[src/rtl/matmul_host_sequencer.sv]
// -----------------------------------------------------------------------------
// matmul_host_sequencer
//
// Host-side driver/collector for a simple generic matrix multiplier. Takes one
// valid/ready operand stream (A row-major, then B row-major), writes it into the
// multiplier through its a/b write ports, pulses mm_start, captures the M*P
// results into a local C buffer and replays them row-major on a valid/ready
// output stream with an end-of-matrix marker.
//
// Ports:
//   clk, rst_n            clock (rising edge), synchronous active-low reset
//   s_data/s_valid/s_ready operand input stream
//   mm_a_in/addr/wen      A write port towards the multiplier (registered)
//   mm_b_in/addr/wen      B write port towards the multiplier (registered)
//   mm_start              single-cycle start pulse (registered)
//   mm_c_out/mm_c_valid   result stream from the multiplier
//   mm_done               multiplier finished
//   m_data/m_valid/m_ready/m_last  result output stream, m_last on element M*P-1
//   busy                  low only when idle in LOAD_A with nothing loaded
//   err_overflow          sticky: result arrived with the C buffer already full
//   err_short             sticky: mm_done arrived before M*P results were captured
// -----------------------------------------------------------------------------
module matmul_host_sequencer #(
  parameter int M          = 3,
  parameter int N          = 3,
  parameter int P          = 3,
  parameter int DATA_WIDTH = 8
) (
  input  logic                      clk,
  input  logic                      rst_n,
  input  logic [DATA_WIDTH-1:0]     s_data,
  input  logic                      s_valid,
  output logic                      s_ready,
  output logic [DATA_WIDTH-1:0]     mm_a_in,
  output logic [$clog2(M*N)-1:0]    mm_a_addr,
  output logic                      mm_a_wen,
  output logic [DATA_WIDTH-1:0]     mm_b_in,
  output logic [$clog2(N*P)-1:0]    mm_b_addr,
  output logic                      mm_b_wen,
  output logic                      mm_start,
  input  logic [2*DATA_WIDTH-1:0]   mm_c_out,
  input  logic                      mm_c_valid,
  input  logic                      mm_done,
  output logic [2*DATA_WIDTH-1:0]   m_data,
  output logic                      m_valid,
  input  logic                      m_ready,
  output logic                      m_last,
  output logic                      busy,
  output logic                      err_overflow,
  output logic                      err_short
);

  localparam int MN   = M * N;
  localparam int NP   = N * P;
  localparam int MP   = M * P;
  localparam int AW_A = $clog2(MN);
  localparam int AW_B = $clog2(NP);
  localparam int LD_W = (AW_A > AW_B) ? AW_A : AW_B;
  localparam int RD_W = $clog2(MP);
  localparam int C_W  = $clog2(MP + 1);

  localparam logic [LD_W-1:0] A_LAST  = LD_W'(MN - 1);
  localparam logic [LD_W-1:0] B_LAST  = LD_W'(NP - 1);
  localparam logic [RD_W-1:0] RD_LAST = RD_W'(MP - 1);
  localparam logic [C_W-1:0]  C_FULL  = C_W'(MP);

  typedef enum logic [2:0] {
    ST_LOAD_A = 3'd0,
    ST_LOAD_B = 3'd1,
    ST_START  = 3'd2,
    ST_WAIT   = 3'd3,
    ST_DRAIN  = 3'd4
  } state_t;

  state_t                  state_q, state_d;
  logic [LD_W-1:0]         ld_cnt_q, ld_cnt_d;
  logic [C_W-1:0]          c_cnt_q, c_cnt_d;
  logic [RD_W-1:0]         rd_cnt_q, rd_cnt_d;
  logic [DATA_WIDTH-1:0]   a_in_q, a_in_d, b_in_q, b_in_d;
  logic [AW_A-1:0]         a_addr_q, a_addr_d;
  logic [AW_B-1:0]         b_addr_q, b_addr_d;
  logic                    a_wen_q, a_wen_d, b_wen_q, b_wen_d;
  logic                    start_q, start_d;
  logic                    err_ovf_q, err_ovf_d, err_short_q, err_short_d;
  logic                    c_store;

  // C buffer is deliberately not reset: a short run drains whatever was left
  // in the uncaptured slots.
  logic [2*DATA_WIDTH-1:0] c_buf_q [MP];

  assign mm_a_in      = a_in_q;
  assign mm_a_addr    = a_addr_q;
  assign mm_a_wen     = a_wen_q;
  assign mm_b_in      = b_in_q;
  assign mm_b_addr    = b_addr_q;
  assign mm_b_wen     = b_wen_q;
  assign mm_start     = start_q;
  assign err_overflow = err_ovf_q;
  assign err_short    = err_short_q;
  assign busy         = !((state_q == ST_LOAD_A) && (ld_cnt_q == '0));

  always_comb begin
    state_d     = state_q;
    ld_cnt_d    = ld_cnt_q;
    c_cnt_d     = c_cnt_q;
    rd_cnt_d    = rd_cnt_q;
    a_in_d      = a_in_q;
    a_addr_d    = a_addr_q;
    b_in_d      = b_in_q;
    b_addr_d    = b_addr_q;
    a_wen_d     = 1'b0;
    b_wen_d     = 1'b0;
    start_d     = 1'b0;
    err_ovf_d   = err_ovf_q;
    err_short_d = err_short_q;
    c_store     = 1'b0;
    s_ready     = 1'b0;
    m_valid     = 1'b0;
    m_data      = '0;
    m_last      = 1'b0;

    case (state_q)
      ST_LOAD_A: begin
        s_ready = 1'b1;
        if (s_valid) begin
          a_in_d   = s_data;
          a_addr_d = ld_cnt_q[AW_A-1:0];
          a_wen_d  = 1'b1;
          if (ld_cnt_q == A_LAST) begin
            ld_cnt_d = '0;
            state_d  = ST_LOAD_B;
          end else begin
            ld_cnt_d = ld_cnt_q + 1'b1;
          end
        end
      end

      ST_LOAD_B: begin
        s_ready = 1'b1;
        if (s_valid) begin
          b_in_d   = s_data;
          b_addr_d = ld_cnt_q[AW_B-1:0];
          b_wen_d  = 1'b1;
          if (ld_cnt_q == B_LAST) begin
            ld_cnt_d = '0;
            state_d  = ST_START;
          end else begin
            ld_cnt_d = ld_cnt_q + 1'b1;
          end
        end
      end

      // One cycle here puts the registered start pulse one cycle after the
      // final B write strobe.
      ST_START: begin
        start_d = 1'b1;
        state_d = ST_WAIT;
      end

      // A result arriving together with mm_done is captured before the
      // short-run check, so c_cnt_d already includes it.
      ST_WAIT: begin
        if (mm_c_valid) begin
          if (c_cnt_q < C_FULL) begin
            c_store = 1'b1;
            c_cnt_d = c_cnt_q + 1'b1;
          end else begin
            err_ovf_d = 1'b1;
          end
        end
        if (mm_done) begin
          state_d = ST_DRAIN;
          if (c_cnt_d < C_FULL) begin
            err_short_d = 1'b1;
          end
        end
      end

      ST_DRAIN: begin
        m_valid = 1'b1;
        m_data  = c_buf_q[rd_cnt_q];
        m_last  = (rd_cnt_q == RD_LAST);
        if (m_ready) begin
          if (rd_cnt_q == RD_LAST) begin
            rd_cnt_d = '0;
            c_cnt_d  = '0;
            state_d  = ST_LOAD_A;
          end else begin
            rd_cnt_d = rd_cnt_q + 1'b1;
          end
        end
      end

      default: begin
        state_d = ST_LOAD_A;
      end
    endcase
  end

  always_ff @(posedge clk) begin
    if (!rst_n) begin
      state_q     <= ST_LOAD_A;
      ld_cnt_q    <= '0;
      c_cnt_q     <= '0;
      rd_cnt_q    <= '0;
      a_in_q      <= '0;
      a_addr_q    <= '0;
      b_in_q      <= '0;
      b_addr_q    <= '0;
      a_wen_q     <= 1'b0;
      b_wen_q     <= 1'b0;
      start_q     <= 1'b0;
      err_ovf_q   <= 1'b0;
      err_short_q <= 1'b0;
    end else begin
      state_q     <= state_d;
      ld_cnt_q    <= ld_cnt_d;
      c_cnt_q     <= c_cnt_d;
      rd_cnt_q    <= rd_cnt_d;
      a_in_q      <= a_in_d;
      a_addr_q    <= a_addr_d;
      b_in_q      <= b_in_d;
      b_addr_q    <= b_addr_d;
      a_wen_q     <= a_wen_d;
      b_wen_q     <= b_wen_d;
      start_q     <= start_d;
      err_ovf_q   <= err_ovf_d;
      err_short_q <= err_short_d;
    end
  end

  always_ff @(posedge clk) begin
    if (rst_n && c_store) begin
      c_buf_q[c_cnt_q[RD_W-1:0]] <= mm_c_out;
    end
  end

endmodule

[config.mk]
export PLATFORM = sky130hd
export DESIGN_NAME = matmul_host_sequencer
export DESIGN_NICKNAME = d
export VERILOG_FILES = /design/src/rtl/matmul_host_sequencer.sv
export SDC_FILE = /design/constraint.sdc
export NUM_CORES = 1
export LEC_CHECK = 0
export CAP_MARGIN = 20
export CORE_ASPECT_RATIO = 1.75
export CORE_MARGIN = 8
export CORE_UTILIZATION = 30
export CTS_CLUSTER_DIAMETER = 50
export DETAILED_ROUTE_END_ITERATION = 6
export GPL_TIMING_DRIVEN = 0
export HOLD_SLACK_MARGIN = 0.15
export SLEW_MARGIN = 20
export SYNTH_ARGS = -nofsm -noshare
export SYNTH_HDL_FRONTEND = slang
export SYNTH_SLANG_ARGS = --single-unit
[constraint.sdc]
create_clock -name clk -period 4.2 [get_ports clk]
set_input_delay 0.42 -clock clk [delete_from_list [all_inputs] [get_ports clk]]
set_output_delay 0.42 -clock clk [all_outputs]
set_load 0.02 [all_outputs]
======== Word level (Yosys, flattened, before mapping) ========
Memories as Yosys holds them, arrays and structs flattened. A register that Yosys moved wholly into a read port is not among the register bits.
Index checks and enable logic that the tools add are counted.
cells by class
  reductions and logical operators ........ 17
  $lt $le $gt $ge ......................... 2
  add/sub/neg operators ................... 3
  equal/unequal tests ..................... 13
  multiplexer cells ....................... 29
  bitwise gates (word level) .............. 1
operators with widths
  operator                                               number
  two-way mux 4 bit                                      9
  two-way mux 3 bit                                      7
  two-way mux 16 bit                                     1
  case mux 3 bit (5 select lines)                        1
  adder 4 x 1 -> 4 bit, second input constant            3
  inequality test 2 bit, second input constant           6
  AND reduction 2 bit                                    6
  two-way mux 1 bit                                      10
  AND reduction 3 bit                                    3
  == test 4 bit, second input constant                   2
  < comparator 4 bit, second input constant              2
  case mux 4 bit (2 select lines)                        1
  AND reduction 7 bit                                    1
  == test 3 x 2 -> 1 bit, second input constant          2
  zero test 4 bit                                        1
  == test 3 x 1 -> 1 bit, second input constant          1
  == test 3 bit, second input constant                   1
  zero test 3 bit                                        1
  logical AND 1 bit                                      2
  inequality test 2 x 1 -> 1 bit, second input constant  1
  nonzero test 2 bit                                     1
  OR reduction 2 bit                                     1
  zero test 1 bit                                        1
  inverter 1 bit                                         1
storage, ports and cells
  output and inout bits ................... 49
  register bits after elaboration ......... 44
  logic and storage cells ................. 79
  bits of input ports ..................... 30
  memory bits (writable) .................. 144
  memories ................................ 1
memory list
  memory   depth  bits a word  read ports  clocked after memory_dff  wr ports  RTL line  RTL
  c_buf_q  9      16           1           1                         1         89        logic [2*DATA_WIDTH-1:0] c_buf_q [MP];

======== Depth between registers and ports, before layout ========
Gate-level depths: netlist of run 1.
  word-level depth ........................ 7
  mapped depth ............................ 6

======== Worst setup path after synthesis of run 1 ========
Ideal clock, no wire load.
  path type ............................... register to register
  from .................................... reg c_cnt_q[0]
  to ...................................... mem c_buf_q[8][0] in the netlist's numbering (enable)
  arrival ................................. 2145 ps
  clock period less this slack ............ 2554 ps
  path buffers ............................ 0
  cell stages (with the launch flop) ...... 6
  setup slack ............................. 1646 ps
  path through ............................ dfxtp_1 -> inv_1 -> ha_1 -> nor2b_1 -> o211ai_1 -> nor3_1
on the way
  cells in the longest elaborated chain, start to end .. 7
RTL lines
  item                                     RTL line  RTL
  start, declared                          77        logic [C_W-1:0] c_cnt_q, c_cnt_d;
  start signal, assigned                   218       c_cnt_q <= c_cnt_d;
  < comparator 4 bit                       164       if (c_cnt_q < C_FULL) begin
  two-way mux 1 bit                        164
  two-way mux 1 bit                        163       if (mm_c_valid) begin
  two-way mux 1 bit                        122       case (state_q)
  logical AND 1 bit                        233       if (rst_n && c_store) begin
  two-way mux 1 bit                        233
  two-way mux 1 bit (not written as such)  234       c_buf_q[c_cnt_q[RD_W-1:0]] <= mm_c_out;
  end, declared                            89
Parallel ways exist; a longest one is shown, timed or not.

==> results_dict.tcl, run 1 <==
set metrics [dict create \
    multi_input_area_mm2 0.00224 \
    yosysSeqAreaShare_pct 68.7 \
    cts.repair.resized 0 \
    endpoint_kind "primary output" \
    start_util_pct 30.5 \
    cts_sinks 192 \
    irDropWorstVdd_mv 0.265 \
    synth-simple-area-share_pct 9.35 \
    dieArea_mm2 0.0312 \
    die_w_um 137 \
    maxSlewViolCount 0 \
    ys_ff_latch 192 \
    cts_tree "done" \
    r2r_cells 6 \
    fillers 2422 \
    synth_xor_xnor_area_share_pct 0 \
    syn-cell-area_mm2 0.00770 \
    cts_hold_buf 0 \
    antenna_found_initial 0 \
    synth.distinct_cells 45 \
    ys_warn_count 0 \
    finalHoldViolations 0 \
    yosys-top-cells-area "edfxtp_1, dfxtp_1, mux4_1" \
    p_leak_nw 3.03 \
    cp_num_buf_inv 2 \
    worst_pin_slew_ns 1.04 \
    synth_top_family_by_area "multiplexers" \
    clkTransAtPathRegs_ns 0.07 \
    synth_fp_nets 546 \
    max_freq_ghz 0.304 \
    synth-compound-area-share_pct 5.10 \
    ys.flop_type "edfxtp_1" \
    syn_inst 507 \
    cp-start-kind "register" \
    wl_met2_mm 9.28 \
    wire_per_inst_um 18.8 \
    overflow 0 \
    async_flop_share_pct 0 \
    core_mm2 0.0252 \
    ctsHtreeMaxLevel 4 \
    crit_family "buffers and inverters" \
    place_area_mm2 0.00889 \
    crit_chain "buf_1 > mux4_2 > mux2i_1 > o21ai_0 > and2_1 > clkdlybuf4s50_1" \
    cp.required_ns 3.78 \
    fin_nets 645 \
    rsz0062_at_grt "no" \
    synth_common_cells "edfxtp_1, nand2_1, dfxtp_1" \
    min_period_ns 3.29 \
    grt_max_degree 18 \
    synth_fa_ha_area_share_pct 1.46 \
    clk_latency_ns 0.43 \
    die_y_um 228 \
    cts_buffer_depth 2 \
    syn_to_final_growth_pct 23.1 \
    whs_path_depth 2 \
    grt_pass1_vias 4939 \
    postLayoutCellArea_mm2 0.00947 \
    hold_path.class "register to register" \
    setup_tns_ns 0 \
    synth_most_common_cell "edfxtp_1" \
    cts_setup_buffers 0 \
    drc 0 \
    crit_cells 6 \
    postSynthAreaPerCell_um2 15.2 \
    cp_max_fo 10 \
    diodes 0 \
    grt_usage_pct 11.6 \
    root_buffer "clkbuf_16" \
    setup_violations 0 \
    port_buffers 78 \
    io_pins 79 \
    status "finished clean" \
    row_count 77 \
    synth_mux_area_share_pct 13.2 \
    dr.pass1.iters 5 \
    via_per_inst 4.79 \
    finClkSkew_ns 0.00863 \
    cts_made_buffers 17 \
    gp_congestion 0.737 \
    drtIter0Drc 250 \
    drv_cap 0 \
    synth_top_area_cell "edfxtp_1" \
    slew_headroom_pct 30.6 \
    period_share_pct 78.4 \
    met3WireLength_mm 1.07 \
    wirelength_met1_mm 6.99 \
    crit_type "register to primary output" \
    num_vias 4482 \
    worstPathArrival_ns 2.87 \
    grt_pass1_wl_mm 27.4 \
    drive_above_1_share_pct 9.05 \
    max_stage_delay_ns 0.68 \
    dp_hpwl_mm 12.2 \
    seq_area_mm2 0.00529 \
    top_layer "met4" \
    slowest_stage "buf_1" \
    synth_top_area_share_pct 56.2 \
    ant_nets 0 \
    finalWirelength_mm 17.6 \
    power_density_mw_per_mm2 395 \
    synth_edf_count 144 \
]
final timing paths:
check             slack (ns)        from            end
setup / recovery        0.91    register      m_data[2]
hold / removal          0.46  mm_a_in[0]     mm_a_in[0]
setup reg to reg        1.54  c_cnt_q[0]  c_buf_q[4][9]
hold reg to reg         0.46  mm_a_in[0]     mm_a_in[0]
layer usage:
| metal | vias to the layer above | GRT usage (%) |
|---|---|---|
| met2 | 126 | 20.5 |
| met4 | 0 | 3.62 |
| li1 | 2113 | - |
| met3 | 20 | 3.90 |
| met5 | - | 0 |
| met1 | 2223 | 12.7 |
kinds of logic (layout without fill, tap and decap cells):
| logic type | count (synthesis) | in the layout |
|---|---|---|
| adders and majority gates | 9 | 9 |
| and+or+nand+nor | 151 | 151 |
| DFF | 192 | 192 |
| muxes | 51 | 51 |
| buffers and inverters | 34 | 146 |
| AOI/OAI and AO/OA | 70 | 70 |
where the power goes:
part	internal [mW]	total (mW)	leakage, nW	switching, mW
Combinational	0.0446	0.100	1.07	0.0556
Clock	0.883	1.60	0.276	0.718
Sequential	2.04	2.05	1.68	0.00569
worst reg2reg max path, cell delays in order, from the launching register on:
cell and delay (ns):
dfxtp_1 0.38, inv_1 0.15, ha_1 0.19, nor2b_1 0.25, o211ai_1 0.20, nor2_1 0.26, and2_1 0.84
state kept, by name (all words and copies together), names as in the netlist, named ones only:
name / cells
mm_b_wen: 1
c_cnt_q: 4
mm_a_addr: 4
mm_b_addr: 4
mm_a_in: 8
ld_cnt_q: 4
err_overflow: 1
rd_cnt_q: 4
c_buf_q: 144
err_short: 1
mm_b_in: 8
mm_a_wen: 1
mm_start: 1
state_q: 3
layout by cell type, fill, tap and decap left out, types with 3 or more instances in the layout:
master / instances
edfxtp_1: 144
nand2_1: 79
clkdlybuf4s50_1: 78
dfxtp_1: 48
a21oi_1: 35
mux4_1: 27
and2_1: 27
o21ai_0: 21
nor2_1: 19
mux2i_1: 19
clkbuf_16: 17
inv_1: 10
ha_1: 9
buf_2: 7
clkbuf_1: 7
mux4_2: 5
inv_6: 5
buf_6: 4
nor3_1: 4
nand3_1: 4
buf_1: 3
buf_4: 3
nor2b_1: 3
clkinv_1: 3
clkinvlp_4: 3
layout make-up:
class | instances | area share, %
repair buffers | 80 | 8.40
multi-input cells | 281 | 23.7
clock buffers | 17 | 4.49
well taps | 316 | 4.17
clock inverters | 15 | 1.65
inverters | 11 | 0.436
plain buffers | 23 | 1.40
flip-flops and latches | 192 | 55.8
stage by stage:
stage	hold WS (ns)	worst slack, ns	utilization, %	power (mW)	std cells
floorplan	0.465	1.65	-	2.12	507
global route	0.488	0.711	37.5	3.85	935
finish	0.461	0.908	37.5	3.75	935
CTS	0.463	0.836	37.5	3.77	935
global placement	0.445	0.0274	35.1	2.18	901
detailed placement	0.449	1.06	35.2	2.19	903
Note: power is estimated with default switching activity, not from simulation.
==> inputs of run 2 (changes only) <==
==> constraint.sdc (replaced) <==
create_clock -name clk -period 3.2 [get_ports clk]
set_input_delay 0.32 -clock clk [delete_from_list [all_inputs] [get_ports clk]]
set_output_delay 0.32 -clock clk [all_outputs]
set_load 0.02 [all_outputs]
==> results_dict.tcl, run 2 (synthesis results as in run 1) <==
set metrics [dict create \
    gp_congestion 0.737 \
    syn_to_final_growth_pct 23.2 \
    place_area_mm2 0.00889 \
    grt_usage_pct 11.6 \
    grt_max_degree 18 \
    slew_headroom_pct 30.4 \
    status "finished clean" \
    cts.repair.resized 3 \
    cts_buffer_depth 2 \
    finalHoldViolations 0 \
    dp_hpwl_mm 12.2 \
    cp_max_fo 10 \
    irDropWorstVdd_mv 0.346 \
    ant_nets 0 \
    fin_nets 645 \
    core_mm2 0.0252 \
    cp-start-kind "register" \
    row_count 77 \
    num_vias 4468 \
    clk_latency_ns 0.43 \
    setup_tns_ns 0 \
    final_cell_mix "edfxtp_1, nand2_1, clkdlybuf4s50_1" \
    antenna_found_initial 0 \
    min_period_ns 3.02 \
    io_pins 79 \
    finalWirelength_mm 17.6 \
    overflow 0 \
    crit_type "register to primary output" \
    worst_pin_slew_ns 1.04 \
    drv_cap 0 \
    dr.pass1.iters 4 \
    diodes 0 \
    largest_register_ffs 144 \
    die_y_um 228 \
    cts_sinks 192 \
    die_w_um 137 \
    period_share_pct 94.3 \
    final_common_cell "edfxtp_1" \
    ctsHtreeMaxLevel 4 \
    port_buffers 78 \
    multi_input_area_mm2 0.00224 \
    hold_path.class "register to register" \
    via_per_inst 4.78 \
    postLayoutCellArea_mm2 0.00949 \
    drtIter0Drc 251 \
    power_density_mw_per_mm2 518 \
    cts_made_buffers 17 \
    cp.required_ns 2.88 \
    root_buffer "clkbuf_16" \
    fillers 2424 \
    cts_hold_buf 0 \
    setup_violations 0 \
    max_freq_ghz 0.331 \
    dieArea_mm2 0.0312 \
    wire_per_inst_um 18.8 \
    timing.hold.ws_ns 0.461 \
    rsz0062_at_grt "no" \
    cts_setup_buffers 0 \
    p_leak_nw 3.05 \
    worstPathArrival_ns 2.70 \
    seq_area_mm2 0.00529 \
    grt_pass1_wl_mm 27.4 \
    maxSlewViolCount 0 \
    cts_tree "done" \
    clkTransAtPathRegs_ns 0.07 \
    drive_above_1_share_pct 9.69 \
    finClkSkew_ns 0.00874 \
    start_util_pct 30.5 \
    endpoint_kind "primary output" \
    drc 0 \
    grt_pass1_vias 4934 \
]
==> run 2: changes by cell type in the layout (fill, tap and decap cells not counted), sizes merged <==
cell           delta
buf               -3
clkbuf            +2
clkdlybuf4s15     +1
==> run 2: through the flow <==
| step | cells | worst slack (ns) | power [mW] | util, % |
|---|---|---|---|---|
| finish | 935 | 0.183 | 4.91 | 37.6 |
| global route | 935 | 0.0575 | 5.06 | 37.6 |
| CTS | 935 | 0.0121 | 4.95 | 37.6 |
| detailed placement | 903 | 0.160 | 2.87 | 35.2 |
| global placement | 901 | -0.873 | 2.87 | 35.1 |
| floorplan | 507 | 0.646 | 2.78 | - |
==> run 2: layout make-up <==
class / instances / area share, %
Clock buffer: 17 / 4.48
Inverter: 11 / 0.435
Sequential cell: 192 / 55.7
Clock inverter: 15 / 1.65
Buffer: 23 / 1.52
Multi-Input combinational cell: 281 / 23.6
Tap cell: 316 / 4.17
Timing Repair Buffer: 80 / 8.39
==> run 2: final timing paths <==
| path | startpoint | endpoint | slack [ns] | cells after the start |
|---|---|---|---|---|
| hold / removal | mm_a_in[0] | mm_a_in[0] | 0.46 | 2 |
| setup / recovery | state_q[1] | m_data[7] | 0.18 | 5 |
| setup reg to reg | c_cnt_q[0] | c_buf_q[4][9] | 0.55 | 6 |
| hold reg to reg | mm_a_in[0] | mm_a_in[0] | 0.46 | 2 |
==> run 2: critical path, cell delays in order (launching register included) <==
cell             delay [ns]
dfxtp_1                0.33
or3b_2                 0.50
inv_1                  0.30
clkbuf_2               0.31
and2_1                 0.19
clkdlybuf4s50_1        0.62
==> run 2: where the power goes <==
group | total, mW | internal [mW] | switching (mW)
sequential | 2.69 | 2.68 | 0.00746
clock | 2.10 | 1.16 | 0.939
combinational | 0.131 | 0.0585 | 0.0729
total | 4.91 | 3.90 | 1.02
==> run 2: layer usage <==
layer / vias to the layer above / share of wire (%) / global-route usage [%]
li1: 2113 / - / -
met1: 2221 / 40 / 12.7
met2: 115 / 53 / 20.5
met3: 19 / 5.8 / 3.90
met4: 0 / 1.3 / 3.62
met5: - / 0 / 0
==> inputs of run 3 (changes only) <==
--- a/config.mk
+++ b/config.mk
@@ -13,6 +13,7 @@
 export DETAILED_ROUTE_END_ITERATION = 6
 export GPL_TIMING_DRIVEN = 0
 export HOLD_SLACK_MARGIN = 0.15
+export SETUP_SLACK_MARGIN = 0.02
 export SLEW_MARGIN = 20
 export SYNTH_ARGS = -nofsm -noshare
 export SYNTH_HDL_FRONTEND = slang
==> results_dict.tcl, run 3 (synthesis results as in run 1) <==
set metrics [dict create \
    overflow 0 \
    min_period_ns 3.02 \
    irDropWorstVdd_mv 0.346 \
    period_share_pct 94.3 \
    finalHoldViolations 0 \
    start_util_pct 30.5 \
    dieArea_mm2 0.0312 \
    status "finished clean" \
    worst_pin_slew_ns 1.04 \
    syn_to_final_growth_pct 23.2 \
    post-route-util_pct 37.6 \
    setup_violations 0 \
    cts_made_buffers 17 \
    fin_ws_ns 0.184 \
    cp.required_ns 2.88 \
    row_count 77 \
    grt_usage_pct 11.6 \
    finalWirelength_mm 17.6 \
    fin_nets 645 \
    cp_max_fo 10 \
    finClkSkew_ns 0.00873 \
    slowest_stage "clkdlybuf4s50_1" \
    dp_hpwl_mm 12.2 \
    final_cell_mix "edfxtp_1, nand2_1, clkdlybuf4s50_1" \
    endpoint_kind "primary output" \
    antenna_found_initial 0 \
    num_vias 4463 \
    wire_per_inst_um 18.8 \
    drtIter0Drc 246 \
    core_mm2 0.0252 \
    grt_max_degree 18 \
    drive_above_1_share_pct 9.69 \
    via_per_inst 4.77 \
    ant_nets 0 \
    p_leak_nw 3.05 \
    cp-start-kind "register" \
    grt_pass1_wl_mm 27.4 \
    worstPathArrival_ns 2.70 \
    max_stage_delay_ns 0.62 \
    cts_buffer_depth 2 \
    fin_cells 935 \
    gp_congestion 0.737 \
    largest_register_ffs 144 \
    cts_sinks 192 \
    crit_chain "or3b_2 > inv_1 > clkbuf_2 > and2_1 > clkdlybuf4s50_1" \
    hold_path.class "register to register" \
    diodes 0 \
    rsz0062_at_grt "no" \
    final_common_cell "edfxtp_1" \
    io_pins 79 \
    power_density_mw_per_mm2 518 \
    cts_setup_buffers 0 \
    place_inst 903 \
    die_y_um 228 \
    worst-r2r-setup-slack_ns 0.57 \
    clkTransAtPathRegs_ns 0.07 \
    root_buffer "clkbuf_16" \
    drv_cap 0 \
    maxSlewViolCount 0 \
    slew_headroom_pct 30.6 \
    crit_type "register to primary output" \
    port_buffers 78 \
    cts_tree "done" \
    clk_latency_ns 0.43 \
    grt_pass1_vias 4934 \
    die_w_um 137 \
    ctsHtreeMaxLevel 4 \
    drc 0 \
    max_freq_ghz 0.332 \
    pre_cts_slack_ns 0.160 \
    dr.pass1.iters 4 \
]
run 3: repair_timing:
item	CTS	global route
endpoints found under the setup margin	10	3
gates resized for setup	4	1
cloned	0	0
endpoints found under the hold margin	0	0
hold buffers	0	0
run 3: final timing paths:
check,start,end,depth (start not counted)
hold / removal,mm_a_in[0],mm_a_in[0],2
hold reg to reg,mm_a_in[0],mm_a_in[0],2
setup / recovery,state_q[1],m_data[7],5
setup reg to reg,c_cnt_q[0],c_buf_q[4][9],6
run 3: layer usage:
layer | track usage (%) | vias to the layer above | share of wire (%)
met5 | 0 | - | 0
met4 | 3.62 | 0 | 1.3
met3 | 3.90 | 20 | 5.8
met2 | 20.5 | 110 | 53
met1 | 12.7 | 2220 | 40
li1 | - | 2113 | -
run 3: cell type report:
type | instances | area [um2]
inverter | 11 | 41.3
clock buffer | 17 | 425
multi-input combinational | 281 | 2240
fill | 2424 | 15800
timing repair buffer | 80 | 796
clock inverter | 15 | 156
sequential | 192 | 5290
tap | 316 | 395
buffer | 23 | 144
run 3: metrics by stage:
stage          power [mW]  area, um2  hold slack, ns  TNS (ns)
6_report             4.91       9490           0.461         0
4_1_cts              4.95       9480           0.451         0
3_5_place_dp         2.87       8890           0.449         0
2_1_floorplan        2.78       7700           0.419         0
3_3_place_gp         2.87       8870           0.445    -13.93
5_1_grt              5.06       9490           0.471         0
run 3: power breakdown:
| group | total (mW) | internal, mW | switching, mW |
|---|---|---|---|
| combinational | 0.131 | 0.0585 | 0.0729 |
| clock | 2.10 | 1.16 | 0.938 |
| sequential | 2.69 | 2.68 | 0.00745 |
run 3: worst max-delay path, delay by kind of cell (launching register included):
family        cells  cell delay, ns
flops             1            0.33
simple gates      2            0.69
buf+inv           3            1.23
